<file path="config.mk">
export PLATFORM = sky130hd
export DESIGN_NAME = control_sequencer
export DESIGN_NICKNAME = d
export VERILOG_FILES = /design/src/rtl/control_sequencer.sv
export SDC_FILE = /design/constraint.sdc
export NUM_CORES = 1
export LEC_CHECK = 0
export CORE_UTILIZATION = 40
export DETAILED_ROUTE_END_ITERATION = 12
export PLACE_DENSITY = 0.83
export SYNTH_ARGS = -nofsm -noshare
export SYNTH_HDL_FRONTEND = slang
export SYNTH_SLANG_ARGS = --single-unit
export TNS_END_PERCENT = 20
</file>
<file path="constraint.sdc">
create_clock -name clk -period 3.5 [get_ports clk]
set_clock_uncertainty 0.05 [all_clocks]
set_input_delay 1.05 -clock clk [delete_from_list [all_inputs] [get_ports clk]]
set_output_delay 1.05 -clock clk [all_outputs]
set_load 0.01 [all_outputs]
</file>
<file path="src/rtl/control_sequencer.sv">
// -----------------------------------------------------------------------------
// control_sequencer
//
// Stateful half of the control unit. Holds the instruction register and the
// 3-bit sequencing state, decodes the IR opcode into one-hot instruction-class
// lines, and emits the per-state datapath strobes. It stalls in FETCH and MEM
// until the memory signals ready.
//
// Parameters:
//   IW         instruction width; opcode is ir[IW-1:IW-4]
//
// Ports:
//   clk        system clock, rising edge
//   rst        asynchronous active-high reset
//   instr_in   instruction word from memory (captured in FETCH when ready)
//   mem_ready  memory completed the current access this cycle
//   zero_flag  ALU compare result, used by BE in EXEC
//   state      current state {s2,s1,s0}
//   ir         instruction register
//   alu .. be  one-hot class decode of the IR opcode (valid in every state)
//   illegal    opcode outside the class map, flagged in DECODE
//   mem_req .. sp_dec  datapath strobes
// -----------------------------------------------------------------------------
module control_sequencer #(
    parameter int unsigned IW = 18
) (
    input  logic          clk,
    input  logic          rst,
    input  logic [IW-1:0] instr_in,
    input  logic          mem_ready,
    input  logic          zero_flag,
    output logic [2:0]    state,
    output logic [IW-1:0] ir,
    output logic          alu,
    output logic          ld,
    output logic          st,
    output logic          push,
    output logic          pop,
    output logic          jump,
    output logic          be,
    output logic          illegal,
    output logic          mem_req,
    output logic          mem_we,
    output logic          ir_we,
    output logic          pc_inc,
    output logic          pc_load,
    output logic          reg_we,
    output logic          sp_inc,
    output logic          sp_dec
);

    typedef enum logic [2:0] {
        StFetch  = 3'b000,
        StDecode = 3'b001,
        StExec   = 3'b010,
        StMem    = 3'b011,
        StWb     = 3'b100
    } state_e;

    // Kept as plain logic so the unused codes 101-111 are representable.
    logic [2:0]    state_q, state_d;
    logic [IW-1:0] ir_q, ir_d;

    logic [3:0] opcode;
    logic       cls_illegal;

    // Unqualified strobes; reset gating is applied afterwards.
    logic mem_req_c, mem_we_c, ir_we_c, pc_inc_c, pc_load_c;
    logic reg_we_c, sp_inc_c, sp_dec_c, illegal_c;

    // ---------------------------------------------------------------------
    // Class decode (combinational from ir, independent of state)
    // ---------------------------------------------------------------------
    assign opcode      = ir_q[IW-1:IW-4];
    assign alu         = ~opcode[3];
    assign ld          = (opcode == 4'b1000);
    assign st          = (opcode == 4'b1001);
    assign jump        = (opcode == 4'b1010);
    assign push        = (opcode == 4'b1011);
    assign pop         = (opcode == 4'b1100);
    assign be          = (opcode == 4'b1101);
    assign cls_illegal = (opcode[3:1] == 3'b111);

    // ---------------------------------------------------------------------
    // Next-state and strobe logic
    // ---------------------------------------------------------------------
    always_comb begin
        state_d   = state_q;
        ir_d      = ir_q;
        mem_req_c = 1'b0;
        mem_we_c  = 1'b0;
        ir_we_c   = 1'b0;
        pc_inc_c  = 1'b0;
        pc_load_c = 1'b0;
        reg_we_c  = 1'b0;
        sp_inc_c  = 1'b0;
        sp_dec_c  = 1'b0;
        illegal_c = 1'b0;

        case (state_q)
            StFetch: begin
                mem_req_c = 1'b1;
                if (mem_ready) begin
                    ir_we_c  = 1'b1;
                    pc_inc_c = 1'b1;
                    ir_d     = instr_in;
                    state_d  = StDecode;
                end
            end

            StDecode: begin
                if (jump) begin
                    pc_load_c = 1'b1;
                    state_d   = StFetch;
                end else if (cls_illegal) begin
                    illegal_c = 1'b1;
                    state_d   = StFetch;
                end else begin
                    state_d = StExec;
                end
            end

            StExec: begin
                state_d = StFetch;
                if (alu) begin
                    reg_we_c = 1'b1;
                end else if (be) begin
                    pc_load_c = zero_flag;
                end else if (push) begin
                    sp_dec_c = 1'b1;
                    state_d  = StMem;
                end else if (ld || st || pop) begin
                    state_d = StMem;
                end
            end

            StMem: begin
                mem_req_c = 1'b1;
                mem_we_c  = st || push;
                if (mem_ready) begin
                    if (ld || pop) begin
                        sp_inc_c = pop;
                        state_d  = StWb;
                    end else begin
                        state_d = StFetch;
                    end
                end
            end

            StWb: begin
                reg_we_c = 1'b1;
                state_d  = StFetch;
            end

            default: begin
                // Unused codes recover to FETCH with everything quiet.
                state_d = StFetch;
            end
        endcase
    end

    // No strobe may escape while reset is held, even though the decode
    // above still sees the (cleared) state.
    always_comb begin
        mem_req = mem_req_c & ~rst;
        mem_we  = mem_we_c  & ~rst;
        ir_we   = ir_we_c   & ~rst;
        pc_inc  = pc_inc_c  & ~rst;
        pc_load = pc_load_c & ~rst;
        reg_we  = reg_we_c  & ~rst;
        sp_inc  = sp_inc_c  & ~rst;
        sp_dec  = sp_dec_c  & ~rst;
        illegal = illegal_c & ~rst;
    end

    // ---------------------------------------------------------------------
    // State and instruction registers
    // ---------------------------------------------------------------------
    always_ff @(posedge clk or posedge rst) begin
        if (rst) begin
            state_q <= StFetch;
            ir_q    <= '0;
        end else begin
            state_q <= state_d;
            ir_q    <= ir_d;
        end
    end

    assign state = state_q;
    assign ir    = ir_q;

endmodule

</file>
==> results.sh <==
export IMPL_routed_wl_mm=2.49
export IMPL_cts_buffer_depth=2
export IMPL_dpl_hpwl_mm=1.91
export IMPL_cts_sinks=21
export IMPL_slew_viol_final=0
export IMPL_antenna_found_initial=0
export IMPL_avgRoutedWirePerCell_um=13.6
export IMPL_cts_tree="done"
export IMPL_postCtsSetupRepairBufs=0
export IMPL_synth_main_ff_cell="dfrtp_1"
export IMPL_synth_nets=114
export IMPL_cp_required_ps=2400
export IMPL_clkLatencyLatePin_ps=300
export IMPL_synth_seq_cells=21
export IMPL_fillCellCount=197
export IMPL_drt_iter0_drc=11
export IMPL_seqCellArea_um2=526
export IMPL_globalRouteTotalUtil=0.196
export IMPL_final_cell_area_um2=1680
export IMPL_die_w_um=53.0
export IMPL_yosys_cell_types_count=26
export IMPL_r2r_slack_ps=1870
export IMPL_grt_max_degree=22
export IMPL_hold_depth=1
export IMPL_max_freq_mhz=292
export IMPL_diodes=0
export IMPL_power_leakage_nw=0.757
export IMPL_arrival_ps=2330
export IMPL_end_kind="output port"
export IMPL_yosys_warnings=0
export IMPL_cp_max_fo=2
export IMPL_startpoint_type="input port"
export IMPL_min_path_type="flip-flop to flip-flop"
export IMPL_rsz0062_at_grt="no"
export IMPL_setup_ws_ps=69.8
export IMPL_power_density_nw_per_um2=754
export IMPL_pre_cts_ws_ps=-326
export IMPL_firstDrtPassIters=4
export IMPL_min_to="ir[2]"
export IMPL_timing_rr_start="state[1]"
export IMPL_grt_ovfl_total=0
export IMPL_synth_top_cell_area_share=0.504
export IMPL_setup_violations=0
export IMPL_async_flop_share=1.00
export IMPL_post_synth_top_count_cell="dfrtp_1"
export IMPL_hold_start="ir[2]"
export IMPL_total_power_w=0.00127
export IMPL_tightest_slew_ps=768
export IMPL_area_growth_synth_to_final_pct=61.6
export IMPL_dpl_instance_area_um2=1660
export IMPL_layoutNonFillerInstCount=183
export IMPL_synth_top_area_cell="dfrtp_1"
export IMPL_status="finished, final reports clean"
export IMPL_max_slew_margin=0.487
export IMPL_vias=938
export IMPL_synth_area_um2=1040
export IMPL_grt_pass1_wl_mm=3.91
export IMPL_maxCapViolCount=0
export IMPL_core_um2=2480
export IMPL_synth_cells=92
export IMPL_peakVddDrop_uv=560
export IMPL_num_rows=18
export IMPL_finalNetCount=176
export IMPL_critical_path_class="input port to output port"
export IMPL_portBuffers=58
export IMPL_drc=0
export IMPL_ctsHoldBuffers=0
export IMPL_synth_common_cells="dfrtp_1 (21), mux2_1 (15), nand2_1 (7)"
export IMPL_ff2ff_path_depth=3
export IMPL_clockRootBuffer="clkbuf_4"
export IMPL_multi_input_area_um2=469
export IMPL_min_period_ps=3430
export IMPL_seq_area_frac_synth=0.504
export IMPL_viasPerCell=5.13
export IMPL_place_congestion=0.758
export IMPL_die_height_um=53.0
export IMPL_numCtsBuffers=3
export IMPL_finalCritPeriodShare=0.980
export IMPL_hold_viol=0
export IMPL_die_area_um2=2810
export IMPL_setup_tns_final_ps=0
export IMPL_io_pins=59
export IMPL_drive_gt1_frac=0.0915
export IMPL_ys_top_cells_by_area="dfrtp_1 (50%), mux2_1 (16%), nor3_1 (2.9%)"
export IMPL_dp_cells=179
export IMPL_initial_core_util=0.421
export IMPL_synth_edf_count=0
export IMPL_clk_pin_slew_worst_paths_ps=110
export IMPL_reg2reg_to="ir[16]"
export IMPL_syn_area_per_cell_um2=11.3
export IMPL_postRouteAntennaNets=0
export IMPL_h_tree_depth=1
export IMPL_grt_pass1_vias=925
[repair_timing]
action                     CTS  global route
gates resized for setup     10             3
cloned                       0             0
setup endpoints to repair    7             3
[worst max-delay path, stage by stage]
cell and delay, ps:
clkdlybuf4s50_1 430, nand2b_1 170, or3b_1 400, a21oi_2 140, buf_2 140
[flip-flops by register name (all words and copies together) (netlist names)]
register,flops
ir,18
state,3
[stage by stage]
stage | hold WS, ps | utilization
2_1_floorplan | 479 | -
4_1_cts | 455 | 0.676
5_1_grt | 474 | 0.680
3_5_place_dp | 429 | 0.671
6_report | 450 | 0.680
3_3_place_gp | 417 | 0.671
[how the worst max path moves through the flow]
| stage | cells past startpoint | slack [ps] | from | to |
|---|---|---|---|---|
| 2_1_floorplan | 3 | 590 | rst | pc_load |
| 3_3_place_gp | 5 | -280 | rst | pc_load |
| 3_5_place_dp | 5 | -330 | rst | pc_load |
| 4_1_cts | 4 | 40 | rst | reg_we |
| 5_1_grt | 5 | 10 | rst | pc_load |
| 6_report | 5 | 70 | rst | pc_load |
[cell usage in the layout, fill, tap and decap left out, drive strengths merged]
master,instances
a21oi,2
and2,1
and3,2
and4b,1
and4bb,1
buf,7
clkbuf,4
clkdlybuf4s50,49
dfrtp,21
dlygate4sd2,6
dlymetal6s2s,2
inv,2
mux2,17
nand2,7
nand2b,3
nand3,3
nand3b,2
nand4,2
nand4b,1
nor2,5
nor2b,4
nor3,6
nor4,1
nor4b,1
o21ai,1
or3b,1
xor2,1
[logic make-up (layout without fill, tap and decap cells)]
logic type             Yosys count  in the layout  share of synthesized area
XOR/XNOR                         1              1                    0.00840
buffers and inverters            9             70                     0.0576
AND/OR/NAND/NOR                 41             41                      0.232
AO/OA/AOI/OAI                    3              3                     0.0144
multiplexers                    17             17                      0.184
flip-flops                      21             21                      0.504
[final cells by class]
cell class | instances | area share
timing repair buffer | 64 | 0.367
clock buffer | 4 | 0.0156
inverter | 2 | 0.00446
tap | 30 | 0.0223
multi-input combinational | 62 | 0.279
sequential | 21 | 0.312
[metal layers]
metal / share of wire / GRT usage
met5: 0 / 0
met4: 0.016 / 0.0921
met3: 0.10 / 0.0690
met2: 0.50 / 0.319
met1: 0.38 / 0.228
[power by group]
part / total, W / switching [W] / internal [W]
sequential: 0.000482 / 0.000124 / 0.000358
clock: 0.000113 / 0.0000690 / 0.0000445
combinational: 0.000675 / 0.000265 / 0.000409
total: 0.00127 / 0.000458 / 0.000812
(Power assumes the default switching activity.)
==> edit 1, RTL diff (same flow settings) <==
Take the reset off `ir_q` and load it in a clocked block of its own.
--- a/src/rtl/control_sequencer.sv
+++ b/src/rtl/control_sequencer.sv
@@ -179,11 +179,13 @@
     always_ff @(posedge clk or posedge rst) begin
         if (rst) begin
             state_q <= StFetch;
-            ir_q    <= '0;
         end else begin
             state_q <= state_d;
-            ir_q    <= ir_d;
         end
+    end
+
+    always_ff @(posedge clk) begin
+        ir_q <= ir_d;
     end
 
     assign state = state_q;
Formal check against the unedited RTL: not equivalent (Yosys sat finds a counterexample within 4 cycles, from zero or initial values and one cycle with rst high).
==> edit 1 against the unedited design <==
Sequential share of layout area grew 7.4 points. Final cell count down 11%. Routed wire length is 14% lower. Synthesized area fell by 10%. Final area is 5.3% lower. Maximum frequency increased by 2.3%. Global-route usage shrank 1.3 points. Count of clock-buffer cells in the layout stayed put. Sequential cell count unchanged. Setup slack improved by 78 ps. Critical path type unchanged. Critical endpoint unchanged. Highest routed layer is now met3.
Power is not compared: it rests on default switching activity, and its combinational part moved more than twofold at a synthesized area within 25%.
==> edit 1: results (changes against the unedited design) <==
- Drt via density: 4.77 (was 5.13)
- Design Power: 0.849 mW
- Sequential element share of the synthesized area: 0.658 (was 0.504)
- Worst setup slack before clock tree synthesis: -121 ps (was -326 ps)
- Footprint of the flip-flops and latches: 616 µm² (was 526 µm²)
- Outcome: finished, final reports clean (unchanged)
- CTS max path bufs: 2 (unchanged)
- DRC violation total after the first TritonRoute iteration: 12 (was 11)
- Synth cell types: 27 (was 26)
- Post-synthesis compound-gate area fraction: 0.0334 (was 0.0144)
- Largest net degree at the start of global routing: 19 (was 22)
- Non-clock buffer share of cell area: 0.390 (was 0.367)
- Multi-input logic portion of the cell area: 0.178 (was 0.279)
- Multi-input combinational cell area: 284 µm² (was 469 µm²)
- Worst-Skew Late Latency: 280 ps (was 300 ps)
- Clock distribution area overhead in the final layout: 0.0165 (was 0.0156)
- Power spent charging and discharging nets: 0.275 mW
- Half-perimeter wire length after placement: 1.69 mm (was 1.91 mm)
- Pin slew with the least headroom to its limit: 443 ps (was 768 ps)
- Dpl cells: 159 (was 179)
- Final wirelength: 2.13 mm (was 2.49 mm)
- Maximum net fanout on the critical path: 3 (was 2)
- Worst Hold End: state[0] (was ir[2])
- Non-Clock Inverter Count: 3 (was 2)
- Synth cell count leaders: sky130_fd_sc_hd__edfxtp_1, sky130_fd_sc_hd__nand2_1, sky130_fd_sc_hd__nor2_1, sky130_fd_sc_hd__nor3_1 (was sky130_fd_sc_hd__dfrtp_1, sky130_fd_sc_hd__mux2_1, sky130_fd_sc_hd__nand2_1, sky130_fd_sc_hd__nor3_1, sky130_fd_sc_hd__nor2_1)
- Number of enable-type register cells in the synthesized netlist: 18 (was 0)
- Postcts setup bufs: 0 (unchanged)
- Overall Global Routing Usage: 0.183 (was 0.196)
- Number of combinational gates with multiple inputs: 44 (was 62)
- Area share of xor/xnor cells in the synthesized design: 0.00936 (was 0.00840)
- Post-synth ARST share: 0.143 (was 1.00)
- Fill cell count: 164 (was 197)
- Proportion of synthesized area in mux cells: 0.0107 (was 0.184)
- Hold path start: state[2] (was ir[2])
- Area of placed instances: 0.00156 mm² (was 0.00166 mm²)
- Arr. time, crit path: 2250 ps (was 2330 ps)
- Synthesized netlist net count: 94 (was 114)
- Worst Reg2Reg Path Length in Cells: 5 (was 3)
- Dominant cells by area after synthesis: sky130_fd_sc_hd__edfxtp_1, sky130_fd_sc_hd__dfrtp_1, sky130_fd_sc_hd__nor3_1 (was sky130_fd_sc_hd__dfrtp_1, sky130_fd_sc_hd__mux2_1, sky130_fd_sc_hd__nor3_1)
- Number of buffers other than clock buffers in the final layout: 63 (was 64)
- Fraction of layout instances using a drive strength above 1: 0.111 (was 0.0915)
- Via Count: 778 (was 938)
- Global-route wire length before repair: 3.50 mm (was 3.91 mm)
- Number of cells upsized or downsized after cts: 5 (was 10)
==> edit 1: cell types whose count changed after synthesis, moves of 2 or more <==
| cell | before | now |
|---|---|---|
| sky130_fd_sc_hd__mux2_1 | 15 | 0 |
| sky130_fd_sc_hd__nand2b_1 | 3 | 0 |
| sky130_fd_sc_hd__dfrtp_1 | 21 | 3 |
| sky130_fd_sc_hd__and3_1 | 2 | 0 |
| sky130_fd_sc_hd__nor2_1 | 5 | 7 |
| sky130_fd_sc_hd__nand3b_1 | 2 | 0 |
| sky130_fd_sc_hd__mux2_2 | 2 | 0 |
| sky130_fd_sc_hd__edfxtp_1 | 0 | 18 |
| sky130_fd_sc_hd__buf_6 | 2 | 0 |
| sky130_fd_sc_hd__nor2b_1 | 4 | 1 |
==> edit 1: routing by layer <==
metal	track usage	wire, µm	part of all wire	vias to the layer above
met2	0.344	1060	0.50	47
met5	0	0	0	-
met3	0.0545	214	0.10	0
met1	0.203	850	0.40	346
met4	0.0324	0	0	0
li1	-	-	-	385
==> edit 2, RTL diff (same flow settings) <==
Made on the original files. Change the parameter `IW` from 18 to 9.
--- a/src/rtl/control_sequencer.sv
+++ b/src/rtl/control_sequencer.sv
@@ -22,7 +22,7 @@
 //   mem_req .. sp_dec  datapath strobes
 // -----------------------------------------------------------------------------
 module control_sequencer #(
-    parameter int unsigned IW = 18
+    parameter int unsigned IW = 9
 ) (
     input  logic          clk,
     input  logic          rst,
Ports: changed (resized instr_in and ir); port bits go from 59 to 41. No check against the original RTL was run, so the function may have changed too.
==> edit 2 against the unedited design <==
The run now ends with design-rule violations left. Routed wire length fell by 28%. Final cell count fell by 33%. Setup slack got worse by 19 ps. Synthesized area fell by 33%. First-iteration DRC count rose by 27%. Sequential cell count fell by 9. Total power fell by 33%. Final area fell by 32%. Largest cell class unchanged. Largest power group unchanged.
==> edit 2: results (changes against the unedited design) <==
- Worst vdd rail ir drop: 0.000463 V (was 0.000560 V)
- Synthesized netlist net count: 76 (was 114)
- Final wirelength: 1.80 mm (was 2.49 mm)
- Outcome: finished, violations left (was finished, final reports clean)
- Failing checks: design-rule violations
- Leakage: 0.531 nW (was 0.757 nW)
- Number of flip-flops in the largest register: 9 (was 18)
- Detailed-router iteration count before antenna repair: 8 (was 4)
- Final weighted congestion in routability-driven placement: 0.796 (was 0.758)
- Synth cell types: 27 (was 26)
- Number of cells upsized or downsized after cts: 6 (was 10)
- Syn avg cell area: 11.1 µm² (was 11.3 µm²)
- DRC violation total after the first TritonRoute iteration: 14 (was 11)
- Synth cell count leaders: sky130_fd_sc_hd__dfrtp_1, sky130_fd_sc_hd__nor3_1, sky130_fd_sc_hd__mux2_4, sky130_fd_sc_hd__nand2_1, sky130_fd_sc_hd__nor2_1 (was sky130_fd_sc_hd__dfrtp_1, sky130_fd_sc_hd__mux2_1, sky130_fd_sc_hd__nand2_1, sky130_fd_sc_hd__nor3_1, sky130_fd_sc_hd__nor2_1)
- Sequential element share of the synthesized area: 0.429 (was 0.504)
- Fill cell count: 125 (was 197)
- Global-route wire length before repair: 3.06 mm (was 3.91 mm)
- Overall Global Routing Usage: 0.222 (was 0.196)
- Half-perimeter wire length after placement: 1.40 mm (was 1.91 mm)
- Pin slew with the least headroom to its limit: 344 ps (was 768 ps)
- Number of global-route vias before repair: 648 (was 925)
- Number of non-filler instances in the completed layout: 122 (was 183)
- Worst-Skew Late Latency: 270 ps (was 300 ps)
- Clock Pin Slew Worst Setup and Hold Paths: 70 ps (was 110 ps)
- Hold path start: ir[3] (was ir[2])
- Number of I/O port buffers: 40 (was 58)
- Crit Reg-Reg Startpoint: state[0] (was state[1])
- Drt drc: 5 (was 0)
- Via Count: 665 (was 938)
- Arr. time, crit path: 2350 ps (was 2330 ps)
- Maximum net fanout on the critical path: 5 (was 2)
- Internal Pwr Total: 0.530 mW (was 0.812 mW)
- Postcts setup bufs: 0 (unchanged)
- Largest net degree at the start of global routing: 13 (was 22)
- Dominant cells by area after synthesis: sky130_fd_sc_hd__dfrtp_1, sky130_fd_sc_hd__mux2_4, sky130_fd_sc_hd__mux2_2 (was sky130_fd_sc_hd__dfrtp_1, sky130_fd_sc_hd__mux2_1, sky130_fd_sc_hd__nor3_1)
- Fraction of layout instances using a drive strength above 1: 0.160 (was 0.0915)
- Biggest cell delay along the critical path: 560 ps (was 430 ps)
edit 2: cell types whose count changed after synthesis, moves of 3 or more:
cell                      change
sky130_fd_sc_hd__mux2_4       +4
sky130_fd_sc_hd__nand3_1      -3
sky130_fd_sc_hd__dfrtp_1      -9
sky130_fd_sc_hd__mux2_1      -15
sky130_fd_sc_hd__nor2b_1      -3
sky130_fd_sc_hd__nand2_1      -3
edit 2: routing by layer:
layer / GRT usage / share of wire / vias to the layer above
met5: 0 / 0 / -
met4: 0.0938 / 0.0061 / 0
met3: 0.0667 / 0.084 / 2
met2: 0.349 / 0.49 / 32
met1: 0.282 / 0.42 / 313
li1: - / - / 318
edit 2: power by group through the flow:
stage | Combinational [mW] | Clock (mW) | Sequential [mW]
after floorplan | 0.230 | 0 | 0.302
after global placement | 0.471 | 0 | 0.295
after detailed placement | 0.479 | 0 | 0.298
after CTS | 0.475 | 0.0850 | 0.296
after global routing | 0.507 | 0.0897 | 0.310
final | 0.470 | 0.0798 | 0.299
edit 2: through the flow:
step | power [mW] | area (µm²) | setup WS (ps) | TNS [ps]
detailed placement | 0.777 | 1120 | -202 | -636
global route | 0.907 | 1140 | 6.82 | 0
finish | 0.848 | 1140 | 51.3 | 0
global placement | 0.766 | 1120 | -174 | -456
CTS | 0.856 | 1140 | 31.6 | 0
floorplan | 0.531 | 699 | 570 | 0
edit 2: cell type report:
class / count / area, µm² / area share
Tap cell: 16 / 20.0 / 0.0175
Inverter: 3 / 11.3 / 0.00987
Sequential cell: 12 / 300 / 0.263
Clock buffer: 3 / 22.5 / 0.0197
Multi-Input combinational cell: 44 / 359 / 0.315
Timing Repair Buffer: 44 / 428 / 0.375
edit 2: worst reg2reg max path: cells and delay by family (launching register included):
kind | cells | cell delay (ps)
flops | 1 | 500
buf+inv | 1 | 250
mux | 1 | 360
simple gates | 1 | 310
edit 2: cell families after synthesis:
kind of cell,synth area share
compound gates,0.0519
flops,0.429
buf+inv,0.0572
simple gates,0.299
mux,0.163
edit 2: final timing paths:
| path | endpoint | slack, ps | cells after the start |
|---|---|---|---|
| setup / recovery | pc_load | 50 | 4 |
| hold / removal | ir[3] | 460 | 1 |
| setup reg to reg | ir[5] | 1920 | 3 |
| hold reg to reg | ir[3] | 460 | 1 |
| max in group asynchronous | state[2] | 2000 | 4 |
| min in group asynchronous | ir[8] | 1240 | 4 |
